<file path="src/rtl/pipe_ctrl_pkg.sv">
// pipe_ctrl_pkg: stall vectors, exception codes and FSM states shared by the pipeline controller.
package pipe_ctrl_pkg;

    localparam logic [5:0] STALL_NONE = 6'b000000;
    localparam logic [5:0] STALL_IF   = 6'b000011;
    localparam logic [5:0] STALL_ID   = 6'b000111;
    localparam logic [5:0] STALL_EX   = 6'b001111;
    localparam logic [5:0] STALL_MEM  = 6'b011111;

    localparam logic [31:0] EXC_NONE        = 32'h0000_0000;
    localparam logic [31:0] EXC_ERET        = 32'h0000_000e;
    localparam logic [31:0] EXC_TLBL_REFILL = 32'h0000_0010;
    localparam logic [31:0] EXC_TLBS_REFILL = 32'h0000_0011;

    typedef enum logic {
        RUN   = 1'b0,
        FLUSH = 1'b1
    } state_e;

endpackage

</file>
<file path="src/rtl/pipe_ctrl_stall_watchdog.sv">
// stall_watchdog: counts consecutive stalled cycles and raises a sticky flag at STALL_TIMEOUT.
module stall_watchdog #(
    parameter int unsigned STALL_TIMEOUT = 1023
) (
    input  logic clk,
    input  logic rst,
    input  logic stall_active_i,
    input  logic flush_i,
    output logic stall_timeout_o
);
    localparam logic [15:0] LIMIT = 16'(STALL_TIMEOUT);

    logic [15:0] run_q, run_d;
    logic        timeout_q, timeout_d;

    // The flag is computed from the next count so it rises on the edge closing the last stalled cycle.
    always_comb begin
        run_d     = (stall_active_i && !flush_i) ? ((run_q == LIMIT) ? LIMIT : run_q + 16'd1) : '0;
        timeout_d = timeout_q | (run_d == LIMIT);
    end

    always_ff @(posedge clk) begin
        if (rst) begin
            run_q     <= '0;
            timeout_q <= 1'b0;
        end else begin
            run_q     <= run_d;
            timeout_q <= timeout_d;
        end
    end

    assign stall_timeout_o = timeout_q;

endmodule

</file>
<file path="src/rtl/pipe_ctrl.sv">
// pipe_ctrl: stall arbitration, exception flush/redirect and stall watchdog for the five-stage core.
// Optional perf counters (stall_cycles, flush_count) are built when PIPE_CTRL_PERF_EN is defined.
module pipe_ctrl
    import pipe_ctrl_pkg::*;
#(
    parameter int unsigned FLUSH_CYCLES  = 1,
    parameter int unsigned STALL_TIMEOUT = 1023,
    parameter logic [31:0] EXC_VECTOR    = 32'h8000_0180,
    parameter logic [31:0] REFILL_VECTOR = 32'h8000_0000
) (
    input  logic        clk,
    input  logic        rst,
    input  logic        stallreq_if,
    input  logic        stallreq_id,
    input  logic        stallreq_ex,
    input  logic        stallreq_mem,
    input  logic [31:0] excepttype_i,
    input  logic [31:0] cp0_epc_i,
    output logic [5:0]  stall,
    output logic        flush,
    output logic [31:0] new_pc,
    output logic        stall_timeout
`ifdef PIPE_CTRL_PERF_EN
    ,
    output logic [31:0] stall_cycles,
    output logic [31:0] flush_count
`endif
);
    localparam logic [3:0] HOLD_INIT = 4'(FLUSH_CYCLES - 1);

    state_e      state_q;
    logic [3:0]  hold_q;
    logic [31:0] pc_q;
    logic        exc;
    logic [31:0] exc_pc;
    logic [5:0]  arb;

    always_comb begin
        exc    = (state_q == RUN) && (excepttype_i != EXC_NONE);
        exc_pc = (excepttype_i == EXC_ERET) ? cp0_epc_i :
                 (excepttype_i == EXC_TLBL_REFILL || excepttype_i == EXC_TLBS_REFILL) ? REFILL_VECTOR :
                 EXC_VECTOR;
        arb    = stallreq_mem ? STALL_MEM :
                 stallreq_ex  ? STALL_EX  :
                 stallreq_id  ? STALL_ID  :
                 stallreq_if  ? STALL_IF  : STALL_NONE;
        flush  = exc || (state_q == FLUSH);
        stall  = flush ? STALL_NONE : arb;
        new_pc = (state_q == FLUSH) ? pc_q : exc ? exc_pc : 32'h0;
    end

    always_ff @(posedge clk) begin
        if (rst) begin
            state_q <= RUN;
            hold_q  <= '0;
            pc_q    <= '0;
        end else if (exc) begin
            pc_q    <= exc_pc;
            hold_q  <= HOLD_INIT;
            state_q <= (FLUSH_CYCLES > 1) ? FLUSH : RUN;
        end else if (state_q == FLUSH) begin
            hold_q  <= hold_q - 4'd1;
            state_q <= (hold_q == 4'd1) ? RUN : FLUSH;
        end
    end

    stall_watchdog #(
        .STALL_TIMEOUT(STALL_TIMEOUT)
    ) u_watchdog (
        .clk             (clk),
        .rst             (rst),
        .stall_active_i  (stall != STALL_NONE),
        .flush_i         (flush),
        .stall_timeout_o (stall_timeout)
    );

`ifdef PIPE_CTRL_PERF_EN
    logic [31:0] stall_cycles_q, flush_count_q;

    always_ff @(posedge clk) begin
        if (rst) begin
            stall_cycles_q <= '0;
            flush_count_q  <= '0;
        end else begin
            stall_cycles_q <= stall_cycles_q + 32'((stall != STALL_NONE));
            flush_count_q  <= flush_count_q + 32'(exc);
        end
    end

    assign stall_cycles = stall_cycles_q;
    assign flush_count  = flush_count_q;
`endif

endmodule

</file>
<file path="config.mk">
export PLATFORM = sky130hd
export DESIGN_NAME = pipe_ctrl
export DESIGN_NICKNAME = d
export VERILOG_FILES = /design/src/rtl/pipe_ctrl_pkg.sv /design/src/rtl/pipe_ctrl_stall_watchdog.sv /design/src/rtl/pipe_ctrl.sv
export SDC_FILE = /design/constraint.sdc
export NUM_CORES = 1
export LEC_CHECK = 0
export BUFFER_PORTS_ARGS = -buffer_cell sky130_fd_sc_hd__buf_4
export CORE_MARGIN = 4
export CORE_UTILIZATION = 45
export DETAILED_ROUTE_END_ITERATION = 10
export GPL_TIMING_DRIVEN = 0
export PLACE_DENSITY = 0.84
export SLEW_MARGIN = 20
export SYNTH_ARGS = -nofsm -noshare
export SYNTH_HDL_FRONTEND = slang
export SYNTH_SLANG_ARGS = --single-unit
</file>
<file path="constraint.sdc">
create_clock -name clk -period 2.9 [get_ports clk]
set_clock_uncertainty 0.15 [all_clocks]
set_input_delay 0.435 -clock clk [delete_from_list [all_inputs] [get_ports clk]]
set_output_delay 0.435 -clock clk [all_outputs]
set_load 0.02 [all_outputs]
</file>
* Word level (Yosys, flattened, before mapping)
Index checks and enable logic that the tools add are counted.
Word-level totals: memory bits (writable) 0, memory bits (read-only) 0, register bits after elaboration 54, latch bits 0, word-level logic and storage cells 36, memories kept 0, bits of input ports 70
Operators by class: divide/modulo/power cells 0, reduce and logical (&&, ||, !) cells 9, $mul 0, order comparisons 0, add/subtract/negate cells 2, shift operators 0, bitwise logic cells 2, multiplexer cells 12, eq/ne operators 6
Operator list (count):
- 32-bit 2-to-1 mux | 3
- 32-bit by 5-bit == test with 1-bit output (second input constant) | 2
- 16-bit by 10-bit == test with 1-bit output (second input constant) | 2
- 32-bit by 4-bit == test with 1-bit output (second input constant) | 1
- 16-bit 2-to-1 mux | 2
- 32-bit nonzero test | 1
- 16-bit by 1-bit adder with 16-bit output (second input constant) | 1
- 5-bit 2-to-1 mux | 2
- 9-bit 2-to-1 mux | 1
- 6-bit nonzero test | 1
- 4-bit by 1-bit == test with 1-bit output (second input constant) | 1
- 4-bit 2-to-1 mux | 1
- 4-bit by 1-bit subtractor with 4-bit output (second input constant) | 1
- 3-bit 2-to-1 mux | 1
- 3-bit OR reduction | 1
- 1-bit logical AND | 2
- 1-bit logical OR | 2
- 2-bit 2-to-1 mux | 1
- 2-bit OR reduction | 1
- 1-bit logical NOT | 1
- 1-bit 2-to-1 mux | 1
- 1-bit inverter | 1
- 1-bit OR | 1

* Longest topological paths before layout
Gate-level depths: netlist (run 1).
depth in word-level cells 10, gate-level depth with buffers 7

* By module
Synthesis (run 1) repeated with hierarchy kept, for this count alone.
Second synthesis, totals: cell total of the unflattened synthesis 289, area total of the unflattened synthesis 2680.1 µm²
Modules (own cells, without submodules):
- pipe_ctrl | instances 1, cells an instance 176, seq. area each 740.7 µm², area each 1745.4 µm²
- stall_watchdog | instances 1, cells an instance 113, seq. area each 340.3 µm², area each 934.6 µm²

* Least setup slack after synthesis (run 1)
OpenSTA, ideal clock, no wires.
path type input to output, start point in excepttype_i[17], end point out new_pc[11], slack 0.469 ns, stages 7, required time 2.315 ns, arrival 1.846 ns, path through nor4_1 -> nand4_1 -> nor2_4 -> and4b_1 -> buf_6 -> buf_6 -> a22o_1
Between the ends: word-level cells in the longest chain between the ends 4
Ends and longest elaborated chain:
- from (decl) | RTL line pipe_ctrl.sv:17 | input logic [31:0] excepttype_i,
- 32-bit by 4-bit == test with 1-bit output / 32-bit nonzero test (equally long branches) | RTL line pipe_ctrl.sv:40, pipe_ctrl.sv:39
- 32-bit 2-to-1 mux / 1-bit logical AND (equally long branches) | RTL line pipe_ctrl.sv:40, pipe_ctrl.sv:39
- 32-bit 2-to-1 mux * (2 in a row) | RTL line pipe_ctrl.sv:49 | new_pc = (state_q == FLUSH) ? pc_q : exc ? exc_pc : 32'h0;
- to (decl) | RTL line pipe_ctrl.sv:21 | output logic [31:0] new_pc,
Every way passes the cells marked *; elsewhere a longest branch is shown, timed or not.

* Worst setup path after layout (run 1)
start point in excepttype_i[20], end point out new_pc[2]
Same word-level chain as after synthesis.

==> impl_metrics.tcl, run 1 <==
set metrics [dict create \
    io_buffers 108 \
    yosysTopAreaCell "dfxtp_1" \
    grt_pass1_wl_mm 13.0 \
    cp-startpoint "excepttype_i[20]" \
    synth_cell_types 44 \
    die-area_um2 7610 \
    num_vias 2989 \
    syn_area_per_cell_um2 8.17 \
    critPathLaunchType "input pin" \
    grt_setup_unrepaired "no" \
    n_antenna_cell 0 \
    p_per_area_nw_per_um2 350 \
    dp_hpwl_mm 6.19 \
    drt_first_pass_iters 4 \
    peakVddDrop_uv 297 \
    netlist_instances 346 \
    endpoint_kind "output port" \
    cts_buffers 5 \
    min_from "cp0_epc_i[15]" \
    placed_area_um2 3730 \
    final_cell_mix "116 x buf_4, 54 x dfxtp_1, 50 x nand2_1, 45 x a21oi_1, 37 x nand3_1" \
    synth_top_area_share_pct 38.2 \
    drv_slew 0 \
    via_per_inst 5.54 \
    drt-total-wl_mm 7.96 \
    synth_edf_count 0 \
    finalSetupViolCount 0 \
    cpMaxStageDelayCell "nor4_1" \
    cts_tree "done" \
    gp_congestion 0.852 \
    drt_iter0_markers 157 \
    netlist_top_cells_area "dfxtp_1 38%, a22o_1 9.0%, a21oi_1 8.0%" \
    criticalPathCategory "in2out" \
    cp.required_ns 2.32 \
    crit_family "simple AND/OR/NAND/NOR gates" \
    final_common_cell "buf_4" \
    grt_use_total_pct 21.0 \
    post-route-min-period_ns 2.72 \
    grt_max_degree 18 \
    clkTransAtPathRegs_ns 0.10 \
    relSlewSlack_pct 57.6 \
    die_w_um 87.3 \
    synth_nets 419 \
    hold_viol_final 0 \
    critPathMaxFanout 10 \
    syn_area_um2 2830 \
    initial_core_util_pct 47.2 \
    yosys_register_bits 54 \
    status "complete, no violations" \
    layout.nets 537 \
    clock_latency_ns 0.31 \
    fin_hold_ws_ns 0.236 \
    leakagePower_uw 0.00153 \
    grt_pass1_vias 2904 \
    crit_buf_inv 4 \
    fin_util_pct 64.6 \
    ys_warn_count 0 \
    drive_gt1_share_pct 31.8 \
    tightest_slew_ns 0.631 \
    tns_ns 0 \
    hold_path.class "in2reg" \
    stdcell_area_um2 3870 \
    fmaxAchievable_mhz 367 \
    clockBufferDepth 2 \
    synth-seq-area-share_pct 38.2 \
    antenna_found_initial 0 \
    gr-total-overflow 0 \
    h-tree-depth 2 \
    ant_nets 0 \
    route.detailed.drc 0 \
    wl_per_cell_um 14.7 \
    r2r-start "u_watchdog.run_q[0]" \
    coreArea_um2 5990 \
    fp.dieH_um 87.3 \
    io_pins 110 \
    cap_violations 0 \
    max_stage_delay_ns 0.28 \
    worstPathArrival_ns 2.14 \
    cts.sinks 54 \
    syn_to_final_growth_pct 37.0 \
    path_cells "buf_4, nor4_1, nand3_1, nor2_4, and4b_1, buf_6, buf_6, a22o_1, buf_4" \
    ys.flop_type "dfxtp_1" \
    async_flop_share_pct 0 \
    row_count 28 \
    timing.final.crit_share_pct 93.9 \
    root_buffer "clkbuf_8" \
]
[routing by layer]
metal,track usage (%),share of wire [%],vias up
met5,0,0,-
li1,-,-,1477
met4,6.28,1.5,0
met2,36.6,52,94
met3,3.60,5.6,11
met1,26.3,41,1407
[logic make-up after synthesis]
family          Yosys count  share of synthesized area, %
simple gates            156                          28.6
buf+inv                  29                          5.89
mux                       1                         0.354
compound gates           84                          19.9
xor+xnor                 18                          5.58
fa+ha+maj                 3                          1.33
other cells               1                         0.133
flops                    54                          38.2
[state kept, by name, summed over array words and instances (netlist names)]
register	flops
pc_q	32
state_q	1
hold_q	4
u_watchdog.run_q	16
u_watchdog.stall_timeout_o	1
[report_power, final]
part / leakage (µW) / internal (µW) / switching [µW]
logic: 0.00104 / 65.4 / 36.7
clock network: 0.0000585 / 259 / 249
registers: 0.000436 / 743 / 1.10
[synth_stat cells, types with 3 or more instances]
master / count
ha_1: 3
clkbuf_1: 9
inv_1: 4
xor2_1: 5
nor4_1: 9
and3_1: 4
xnor2_1: 13
buf_2: 6
buf_6: 4
a22o_1: 29
nand2_1: 50
nor3_1: 10
nand3b_1: 3
nand3_1: 37
dfxtp_1: 54
nand4_1: 6
buf_4: 5
nor2_1: 19
o21ai_0: 4
a21oi_1: 45
[metrics by stage]
stage               worst slack, ns  cells  total power (µW)
global placement             0.0877    529               861
finish                        0.176    540              1350
CTS                          0.0304    537              1360
global route                 0.0168    540              1400
floorplan                     0.469    346               779
detailed placement           0.0383    529               863
[tightest hold or removal path: cells and delay by family]
kind	cells	cell delay (ns)
simple gates	1	0.05
compound gates	1	0.06
buf+inv	1	0.11
[what timing repair did]
| item | in CTS | in global routing |
|---|---|---|
| hold buffers | 0 | 0 |
| setup buffers | 0 | 3 |
| gates resized for setup | 0 | 1 |
| setup endpoints to repair | 0 | 23 |
[final timing paths]
check	cells past startpoint	slack, ns	endpoint
setup / recovery	9	0.18	new_pc[2]
hold reg to reg	2	0.31	pc_q[19]
setup reg to reg	7	0.71	u_watchdog.stall_timeout_o
hold / removal	3	0.24	pc_q[15]
[area by class of cell]
| class | instances | area (µm²) |
|---|---|---|
| Inverter | 4 | 15.0 |
| Timing Repair Buffer | 111 | 833 |
| Sequential cell | 54 | 1080 |
| Multi-Input combinational cell | 263 | 1590 |
| Fill cell | 503 | 2120 |
| Buffer | 25 | 151 |
| Clock inverter | 3 | 43.8 |
| Tap cell | 75 | 93.8 |
| Clock buffer | 5 | 68.8 |
Power figures use the tool's default switching activity.
==> run 2: changes to the inputs <==
--- a/config.mk
+++ b/config.mk
@@ -6,8 +6,8 @@
 export NUM_CORES = 1
 export LEC_CHECK = 0
 export BUFFER_PORTS_ARGS = -buffer_cell sky130_fd_sc_hd__buf_4
-export CORE_MARGIN = 4
 export CORE_UTILIZATION = 45
+export CTS_CLUSTER_DIAMETER = 50
 export DETAILED_ROUTE_END_ITERATION = 10
 export GPL_TIMING_DRIVEN = 0
 export PLACE_DENSITY = 0.84
==> constraint.sdc (replaced) <==
create_clock -name clk -period 2.95 [get_ports clk]
set_clock_uncertainty 0.15 [all_clocks]
set_input_delay 0.4425 -clock clk [delete_from_list [all_inputs] [get_ports clk]]
set_output_delay 0.4425 -clock clk [all_outputs]
set_load 0.02 [all_outputs]
==> impl_metrics.tcl, run 2 (synthesis gave the netlist of run 1 again) <==
set metrics [dict create \
    ant_nets 0 \
    tns_ns 0 \
    endpoint_kind "output port" \
    io_pins 110 \
    grt_setup_unrepaired "no" \
    post-route-min-period_ns 2.78 \
    row_count 28 \
    clock_latency_ns 0.31 \
    fmaxAchievable_mhz 360 \
    place_ws_ns 0.0898 \
    fin_util_pct 64.4 \
    drt_first_pass_iters 4 \
    largest_reg_flops 32 \
    cp.required_ns 2.36 \
    cts_buffers 5 \
    final_cell_mix "116 x buf_4, 54 x dfxtp_1, 50 x nand2_1, 45 x a21oi_1, 37 x nand3_1" \
    drv_slew 0 \
    whs_path_depth 3 \
    die-area_um2 6600 \
    cts_tree "done" \
    initial_core_util_pct 47.2 \
    setup_slack_ns 0.173 \
    num_vias 3034 \
    tightest_slew_ns 0.683 \
    syn_to_final_growth_pct 36.5 \
    dp_hpwl_mm 5.89 \
    gr-total-overflow 0 \
    regMostFlops "pc_q" \
    timing.final.crit_share_pct 94.1 \
    fp.dieH_um 81.3 \
    wl_per_cell_um 14.5 \
    die_w_um 81.3 \
    leakagePower_uw 0.00152 \
    h-tree-depth 2 \
    worstPathArrival_ns 2.18 \
    clockBufferDepth 2 \
    cts.sinks 54 \
    via_per_inst 5.62 \
    drt-total-wl_mm 7.84 \
    fin_hold_ws_ns 0.248 \
    drive_gt1_share_pct 31.6 \
    critPathLaunchType "input pin" \
    clkTransAtPathRegs_ns 0.10 \
    n_antenna_cell 0 \
    route.detailed.drc 0 \
    status "complete, no violations" \
    coreArea_um2 5990 \
    p_per_area_nw_per_um2 333 \
    hold_path.class "in2reg" \
    cap_violations 0 \
    reg2regPathDepth 7 \
    gp_congestion 0.869 \
    critPathMaxFanout 10 \
    hold_buffers 0 \
    criticalPathCategory "in2out" \
    relSlewSlack_pct 53.3 \
    layout.nets 537 \
    final_common_cell "buf_4" \
    place_inst 529 \
    final_cell_count_no_fill 540 \
    root_buffer "clkbuf_8" \
    peakVddDrop_uv 242 \
    grt_pass1_wl_mm 12.4 \
    grt_pass1_vias 2826 \
    grt_use_total_pct 24.3 \
    reg.largest.list "pc_q (32), u_watchdog.run_q (16), hold_q (4)" \
    drt_iter0_markers 171 \
    hold_viol_final 0 \
    io_buffers 108 \
    grt_max_degree 17 \
    antenna_found_initial 0 \
    finalSetupViolCount 0 \
]
## run 2: final timing paths
kind / start / end / slack, ns
setup reg to reg: u_watchdog.run_q[0] / u_watchdog.stall_timeout_o / 0.74
hold reg to reg: pc_q[28] / pc_q[28] / 0.31
hold / removal: cp0_epc_i[15] / pc_q[15] / 0.25
setup / recovery: excepttype_i[5] / new_pc[3] / 0.17
## run 2: critical path, stage by stage
cell and delay, ns:
buf_4 0.11, nor4_1 0.29, nand4_1 0.25, nor2_4 0.22, and4b_1 0.26, buf_6 0.16, buf_6 0.16, a22o_1 0.14
buf_4 0.14
## run 2: per-stage QoR
stage / power [µW] / cell area [µm²]
after floorplan: 766 / 2830
after global placement: 846 / 3730
after detailed placement: 848 / 3730
after CTS: 1290 / 3840
after global routing: 1340 / 3860
final: 1290 / 3860
## run 2: report_power, final
| group | total (µW) | switching (µW) | internal [µW] |
|---|---|---|---|
| clock | 454 | 239 | 216 |
| combinational | 100 | 35.8 | 64.1 |
| sequential | 732 | 1.13 | 730 |
| total | 1290 | 276 | 1010 |
## run 2: layout make-up
class / instances / area [µm²]
buffer: 25 / 151
clock buffer: 7 / 96.3
clock inverter: 1 / 8.76
fill: 514 / 2130
inverter: 4 / 15.0
multi-input combinational: 263 / 1580
sequential: 54 / 1080
tap: 75 / 93.8
timing repair buffer: 111 / 833
## run 2: timing repair
action / 4_1_cts / 5_1_grt
setup buffers: 0 / 3
endpoints found under the setup margin: 0 / 23
endpoints found under the hold margin: 0 / 0
gates resized for setup: 0 / 0
## run 2: layer usage
layer,vias to the layer above,track usage (%),share of wire (%)
met5,-,0,0
met4,0,7.32,1.1
met3,10,4.83,6.1
met2,107,42.9,52
met1,1437,29.5,41
li1,1480,-,-
==> run 3: changes to the inputs <==
==> constraint.sdc (replaced) <==
create_clock -name clk -period 2.95 [get_ports clk]
set_clock_uncertainty 0.15 [all_clocks]
set_input_delay 0.1475 -clock clk [delete_from_list [all_inputs] [get_ports clk]]
set_output_delay 0.1475 -clock clk [all_outputs]
set_load 0.02 [all_outputs]
==> impl_metrics.tcl, run 3 (synthesis gave the netlist of run 1 again) <==
set metrics [dict create \
    status "complete, no violations" \
    gp_congestion 0.869 \
    ant_nets 0 \
    crit_family "buffers and inverters" \
    drt_iter0_markers 240 \
    critPathMaxFanout 10 \
    grtUsageMet2_pct 48.2 \
    grt_setup_unrepaired "no" \
    layout.nets 565 \
    io_pins 110 \
    post-route-min-period_ns 2.33 \
    dp_hpwl_mm 5.89 \
    cts.sinks 54 \
    root_buffer "clkbuf_8" \
    setup_slack_ns 0.623 \
    cp.required_ns 2.65 \
    clockBufferDepth 2 \
    hold_buffers 31 \
    fp.dieH_um 81.3 \
    initial_core_util_pct 47.2 \
    final_cell_mix "113 x buf_4, 54 x dfxtp_1, 50 x nand2_1, 45 x a21oi_1, 37 x nand3_1" \
    via_per_inst 5.78 \
    coreArea_um2 5990 \
    crit_top_cell "clkbuf_1" \
    critPathLaunchType "flop" \
    max_stage_delay_ns 0.49 \
    grt_pass1_vias 3151 \
    post_cts_buffers 0 \
    clkTransAtPathRegs_ns 0.10 \
    drive_gt1_share_pct 29.2 \
    p_per_area_nw_per_um2 321 \
    antenna_found_initial 0 \
    final_cell_count_no_fill 568 \
    grt_pass1_wl_mm 13.6 \
    row_count 28 \
    criticalPathCategory "reg2out" \
    final_common_cell "buf_4" \
    leakagePower_uw 0.00164 \
    cpMaxStageDelayCell "clkbuf_1" \
    syn_to_final_growth_pct 46.7 \
    place_ws_ns 0.680 \
    hold_viol_final 0 \
    path_cells "clkbuf_1, clkbuf_1, nand2_1, o21ai_0, buf_4" \
    clock_latency_ns 0.31 \
    cap_violations 0 \
    post_cts_resized 0 \
    grt_use_total_pct 26.8 \
    finalSetupViolCount 0 \
    die_w_um 81.3 \
    largest_reg_flops 32 \
    drt_first_pass_iters 5 \
    tightest_slew_ns 0.674 \
    place_inst 529 \
    crit_buf_inv 3 \
    io_buffers 108 \
    endpoint_kind "output port" \
    timing.final.crit_share_pct 78.9 \
    drv_slew 0 \
    worstPathArrival_ns 2.03 \
    fmaxAchievable_mhz 430 \
    cts_tree "done" \
    num_vias 3285 \
    drt-total-wl_mm 8.75 \
    peakVddDrop_uv 269 \
    regMostFlops "pc_q" \
    reg.largest.list "pc_q (32), u_watchdog.run_q (16), hold_q (4)" \
    cts_buffers 5 \
    met1_usage_pct 30.4 \
    route.detailed.drc 0 \
    wl_per_cell_um 15.4 \
    gr-total-overflow 0 \
    die-area_um2 6600 \
    tns_ns 0 \
    relSlewSlack_pct 53.9 \
    total_power_uw 1330 \
    grt_max_degree 17 \
    n_antenna_cell 0 \
    h-tree-depth 2 \
    top_usage_layer "met2" \
    hold_path.class "in2reg" \
    use_met3_pct 5.51 \
]
-- run 3: cell count changes in the layout (fill, tap and decap cells not counted) --
cell	change
buf_4	-3
dlygate4sd3_1	+31
-- run 3: layout make-up --
type                       instances  area, µm²
sequential                        54       1080
multi-input combinational        263       1580
clock buffer                       7       96.3
tap                               75       93.8
clock inverter                     1       8.76
inverter                           4       15.0
timing repair buffer             139       1120
fill                             461       1840
buffer                            25        151
-- run 3: power breakdown --
group / switching [µW] / internal (µW) / total (µW) / leakage, µW
registers: 1.17 / 731 / 732 / 0.000436
logic: 44.6 / 90.9 / 135 / 0.00115
clock network: 248 / 216 / 463 / 0.0000544
total: 293 / 1040 / 1330 / 0.00164
-- run 3: path summary, 6_finish.rpt --
kind / slack, ns / endpoint / cells past startpoint / start
setup / recovery: 0.62 / new_pc[31] / 5 / state_q
hold reg to reg: 0.31 / pc_q[28] / 2 / pc_q[28]
setup reg to reg: 0.73 / u_watchdog.stall_timeout_o / 7 / u_watchdog.run_q[0]
hold / removal: 0.13 / pc_q[8] / 5 / cp0_epc_i[8]
-- run 3: per-layer routing --
layer  share of wire, %  vias up
met2                 52      154
met1                 39     1563
met4                2.3        0
met3                6.4       24
met5                  0        -
li1                   -     1544
-- run 3: worst register-to-register path: stages, from the launching register on --
cell and delay, ns:
dfxtp_1 0.43, ha_1 0.33, nand3_1 0.10, nor2_1 0.15, xnor2_1 0.11, a2111oi_0 0.55, nand4_1 0.17, a21oi_1 0.14
-- run 3: through the flow --
| stage | util, % | cell area [µm²] | hold slack (ns) |
|---|---|---|---|
| 2_1_floorplan | - | 2830 | 0.149 |
| 3_3_place_gp | 62.3 | 3730 | 0.260 |
| 3_5_place_dp | 62.3 | 3730 | 0.273 |
| 4_1_cts | 69.2 | 4150 | 0.120 |
| 5_1_grt | 69.2 | 4150 | 0.187 |
| 6_report | 69.2 | 4150 | 0.131 |
